<file path="src/rtl/arbitrate_pkg.sv">
// Shared definitions for the round-robin message arbiter: state encoding and
// index-width helper.
package arbitrate_pkg;

  typedef enum logic {
    ST_IDLE = 1'b0,
    ST_BUSY = 1'b1
  } state_t;

  // Bits needed to index n requesters, never less than one.
  function automatic int idx_width(input int n);
    int w;
    w = 1;
    while ((1 << w) < n) w = w + 1;
    return w;
  endfunction

endpackage

</file>
<file path="src/rtl/rr_select.sv">
// Rotating-priority encoder: picks the first asserted request at or after ptr,
// wrapping modulo N.
module rr_select
  import arbitrate_pkg::*;
#(
  parameter int N = 2,
  parameter int I = idx_width(N)
) (
  input  logic [N-1:0] req,
  input  logic [I-1:0] ptr,
  output logic         any,
  output logic [I-1:0] sel
);

  // Walk from the farthest offset toward ptr so the nearest request wins.
  always_comb begin
    int w_idx;
    w_idx = 0;
    any   = |req;
    sel   = '0;
    for (int k = N - 1; k >= 0; k--) begin
      w_idx = int'(ptr) + k;
      if (w_idx >= N) w_idx = w_idx - N;
      if (req[w_idx]) sel = I'(w_idx);
    end
  end

endmodule

</file>
<file path="src/rtl/arbitrate.sv">
// Round-robin, message-granular fan-in of N stb/rdy requesters onto one
// registered master stream; each output beat carries its source index.
//
// state   | meaning
// ST_IDLE | no grant held; next requester chosen from r_ptr this cycle
// ST_BUSY | r_gnt owns the output until its lst beat is accepted
module arbitrate
  import arbitrate_pkg::*;
#(
  parameter  int W = 8,
  parameter  int N = 2,
  localparam int I = idx_width(N)
) (
  input  logic           clk,
  input  logic           rst_n,
  input  logic [N-1:0]   s_stb,
  input  logic [N*W-1:0] s_dat,
  input  logic [N-1:0]   s_lst,
  output logic [N-1:0]   s_rdy,
  input  logic           m_rdy,
  output logic           m_stb,
  output logic [W-1:0]   m_dat,
  output logic           m_lst,
  output logic [I-1:0]   m_idx
);

  state_t       r_state;
  state_t       w_state_nxt;
  logic [I-1:0] r_gnt;
  logic [I-1:0] r_ptr;
  logic         r_m_stb;
  logic [W-1:0] r_m_dat;
  logic         r_m_lst;
  logic [I-1:0] r_m_idx;

  logic         w_any;
  logic [I-1:0] w_sel;
  logic         w_out_free;
  logic         w_acc;
  logic         w_acc_lst;
  logic [W-1:0] w_gnt_dat;
  logic [I-1:0] w_ptr_nxt;

  rr_select #(
    .N (N),
    .I (I)
  ) u_rr_select (
    .req (s_stb),
    .ptr (r_ptr),
    .any (w_any),
    .sel (w_sel)
  );

  // Output slot can take a beat when empty or being drained this cycle.
  assign w_out_free = ~r_m_stb | m_rdy;
  assign w_gnt_dat  = s_dat[int'(r_gnt)*W +: W];
  assign w_acc      = (r_state == ST_BUSY) & s_stb[r_gnt] & w_out_free;
  assign w_acc_lst  = w_acc & s_lst[r_gnt];
  assign w_ptr_nxt  = (int'(r_gnt) == N - 1) ? '0 : r_gnt + 1'b1;

  always_ff @(posedge clk or negedge rst_n) begin
    if (!rst_n) r_state <= ST_IDLE;
    else        r_state <= w_state_nxt;
  end

  always_comb begin
    w_state_nxt = r_state;
    case (r_state)
      ST_IDLE: if (w_any)     w_state_nxt = ST_BUSY;
      ST_BUSY: if (w_acc_lst) w_state_nxt = ST_IDLE;
      default:                w_state_nxt = ST_IDLE;
    endcase
  end

  // Ready never looks at s_stb, so it cannot form a loop with the requesters.
  always_comb begin
    s_rdy = '0;
    if (r_state == ST_BUSY) s_rdy[r_gnt] = w_out_free;
  end

  always_ff @(posedge clk or negedge rst_n) begin
    if (!rst_n) begin
      r_gnt <= '0;
      r_ptr <= '0;
    end else begin
      if ((r_state == ST_IDLE) && w_any) r_gnt <= w_sel;
      if (w_acc_lst)                     r_ptr <= w_ptr_nxt;
    end
  end

  always_ff @(posedge clk or negedge rst_n) begin
    if (!rst_n) begin
      r_m_stb <= 1'b0;
      r_m_dat <= '0;
      r_m_lst <= 1'b0;
      r_m_idx <= '0;
    end else if (w_acc) begin
      r_m_stb <= 1'b1;
      r_m_dat <= w_gnt_dat;
      r_m_lst <= s_lst[r_gnt];
      r_m_idx <= r_gnt;
    end else if (m_rdy) begin
      r_m_stb <= 1'b0;
    end
  end

  assign m_stb = r_m_stb;
  assign m_dat = r_m_dat;
  assign m_lst = r_m_lst;
  assign m_idx = r_m_idx;

endmodule

</file>
<file path="config.mk">
export PLATFORM = sky130hd
export DESIGN_NAME = arbitrate
export DESIGN_NICKNAME = d
export VERILOG_FILES = /design/src/rtl/arbitrate_pkg.sv /design/src/rtl/rr_select.sv /design/src/rtl/arbitrate.sv
export SDC_FILE = /design/constraint.sdc
export NUM_CORES = 1
export LEC_CHECK = 0
export CORE_MARGIN = 2
export CORE_UTILIZATION = 38
export DETAILED_ROUTE_END_ITERATION = 12
export HOLD_SLACK_MARGIN = 0.12
export PLACE_DENSITY = 0.85
export RECOVER_POWER = 25
export REMOVE_ABC_BUFFERS = 1
export SYNTH_ARGS = -nofsm -noshare
export SYNTH_HDL_FRONTEND = slang
export SYNTH_SLANG_ARGS = --single-unit
</file>
<file path="constraint.sdc">
create_clock -name clk -period 1.52 [get_ports clk]
set_input_delay 0.152 -clock clk [delete_from_list [all_inputs] [get_ports clk]]
set_output_delay 0.152 -clock clk [all_outputs]
set_load 0.03 [all_outputs]
</file>
==> metrics.cfg <==
[floorplanning]
num_rows=15
initial_core_util_pct=41.1
placeableCoreArea_mm2=0.00175
chipHeight_um=47.5
die_x_um=47.5
design.die.area_mm2=0.00225
design.portCount=36

[timing]
min_period_ns=1.46
final_count_of_hold_timing_violations=0
max_slew.worst_pin.slew_ns=0.611
share_of_the_clock_period_used_by_the_worst_path_pct=96.3
worst_clock_skew_ns=0.00574
rsz0062_at_grt=no
report.final.setup_viol=0
max_freq_ghz=0.684
final-max-slew-violation-count=0
slew_headroom_pct=59.1
post_layout_worst_setup_margin_ns=0.0570

[detailed_routing]
initialDrtViolationCount=1
via_per_inst=4.87
detailedRoute.firstPassIterationCount=2
detail_route.wl_per_cell_um=13.4
drc=0
wirelength_mm=1.63
detail_route_antenna_nets=0
vias=589

[clock_network]
clkTransAtPathRegs_ns=0.09
cts_inserted_buffers=3
cts.path.max_buffers=2
cts_repair_resize_count=0
post_cts.repair.setup_buffers=0
ctsHtreeMaxLevel=1
cts_hold_buffers=0
tritoncts=yes
clock_sink_count=14
cts.root.buffer_cell=sky130_fd_sc_hd__clkbuf_4
worst_skew_pair.late_latency_ns=0.28

[pwr]
power.share.clock_pct=11.3
comb_power_share_pct=59.4
share_seq_of_total_power_pct=29.3
power.internal_mw=1.42
ir_drop_mv=0.996
p_leak_nw=0.494
fin_total_pwr_mw=2.35
power_per_cell_area_mw_per_mm2=2060
switching_power_share_of_the_total_pct=39.6
power.net_switching_mw=0.930

[worst_setup_path]
crit_arrival_ns=1.31
setup.worst_path.start_class=flop
r2r_slack_ns=0.09
cell_chain_critical_path=clkdlybuf4s50_1
timing.reg2reg.worst_path_depth=3
crit_path_max_fanout=2
rr_endpoint=m_dat[7]
setup.worst_path.class=flop to output pin
slowest_delay_ns=0.67
crit_slowest_cell=sky130_fd_sc_hd__clkdlybuf4s50_1
r2r_start=r_gnt
worstPathRequired_ns=1.37
path_delay_family=buffers and inverters
worst_setup_path_end_kind=output pin
timing.critical_path.buf_inv=1

[synthesis]
syn-mean-instance-area_um2=13.1
async_reset_ff_share_pct=100
synth-seq-area-share_pct=48.8
synth.distinct_cells=22
postSynthRegisterBits=14
yosys.area.top_type=sky130_fd_sc_hd__dfrtp_1
cell_area_after_synthesis_um2=718
post_synth_main_area_contributors=sky130_fd_sc_hd__dfrtp_1, sky130_fd_sc_hd__mux2_2, sky130_fd_sc_hd__nand3_4
synth.top_cell.area_share_pct=48.8
number_of_enable_flip_flop_cells_after_synthesis=0
postSynthCellCount=55
most_common_flop_cell_mapped_by_yosys=sky130_fd_sc_hd__dfrtp_1
yosys_warnings=0

[placement]
numPlacedInstances=117
final_replace_weighted_congestion=0.834
placement.cell_area_mm2=0.00110
dp_hpwl_mm=1.31
placement.io_buffers=35
pre_cts_ws_ns=-0.0249

[global_routing]
vias_in_the_first_global_route=561
largest_net_degree_at_the_start_of_global_routing=15
globalRoute.totalOverflow=0
initial_antenna_violation_count=0
grt_pass1_wl_mm=2.39
gr-usage-all-layers_pct=15.8

[cells_and_area]
area_delta_synth_final_pct=59.2
layout_commonest_cell=sky130_fd_sc_hd__clkdlybuf4s50_1
multiInputGateArea_um2=329
final_util_pct=65.5
layout_common_cells=sky130_fd_sc_hd__clkdlybuf4s50_1, sky130_fd_sc_hd__mux2_2, sky130_fd_sc_hd__dfrtp_1, sky130_fd_sc_hd__buf_4, sky130_fd_sc_hd__nand2_1
post_layout_nets=120
stdcell_count=121
post_route_cells_drive_above_1_share_pct=34.4
design_area_mm2=0.00114
antennaDiodeCount=0
area.sequential_um2=350
final.fill_count=141

[hold_path]
worst_hold_path_type=primary input to async pin

[flow_run]
drv.max_cap_violation_count=0

[run_status]
run_status=complete, no violations

## routing by layer
metal | part of all wire (%) | GRT usage [%] | routed length (um) | up-vias
met5 | 0 | 0 | 0 | -
met4 | 1.3 | 6.67 | 21 | 0
met3 | 7.9 | 3.77 | 129 | 4
met2 | 49 | 29.2 | 804 | 25
met1 | 41 | 17.1 | 671 | 281
li1 | - | - | - | 279
## cells by family (layout without fill, tap and decap cells)
family	Yosys count	after routing	share of synthesized area, %
AO/OA/AOI/OAI	7	7	7.84
buffers and inverters	5	46	5.40
flip-flops	14	14	48.8
multiplexers	18	18	28.7
AND/OR/NAND/NOR	11	11	9.23
## state kept, by name (all words and copies together) (netlist names)
signal	flops
m_stb	1
m_lst	1
r_state	1
m_dat	8
r_ptr	1
m_idx	1
r_gnt	1
## power groups by stage
| stage | Clock [mW] | Combinational (mW) | Sequential (mW) |
|---|---|---|---|
| after floorplan | 0 | 0.514 | 1.00 |
| after global placement | 0 | 1.38 | 0.690 |
| after detailed placement | 0 | 1.41 | 0.699 |
| after CTS | 0.271 | 1.41 | 0.693 |
| after global routing | 0.282 | 1.49 | 0.714 |
| final | 0.265 | 1.40 | 0.689 |
## per-stage QoR
stage | setup TNS, ns | hold slack [ns]
after floorplan | -0.0377 | -0.144
after global placement | 0 | 0.476
after detailed placement | -0.0985 | 0.484
after CTS | 0 | 0.276
after global routing | 0 | 0.379
final | 0 | 0.319
## final cells by class
type | instances | share of cell area, %
repair buffers | 41 | 34.4
flip-flops and latches | 14 | 30.6
multi-input cells | 36 | 28.8
clock buffers | 4 | 3.17
well taps | 25 | 2.74
inverters | 1 | 0.328
## worst max path at each step
| stage | start | to | slack, ns | cells after the start |
|---|---|---|---|---|
| final | m_dat[7] | m_dat[7] | 0.06 | 1 |
| after global routing | m_dat[7] | m_dat[7] | 0.003 | 1 |
| after CTS | m_idx | m_idx | 0.01 | 1 |
| after detailed placement | s_stb[1] | m_dat[7] | -0.02 | 4 |
| after global placement | s_stb[0] | m_dat[3] | 0.009 | 4 |
| after floorplan | r_gnt | m_dat[0] | -0.005 | 3 |
## synth_stat cells, types with 2 or more instances
cell type	n
sky130_fd_sc_hd__mux2_2	17
sky130_fd_sc_hd__dfrtp_1	14
sky130_fd_sc_hd__nand2b_1	2
sky130_fd_sc_hd__nand2_1	4
(Power assumes the default switching activity.)
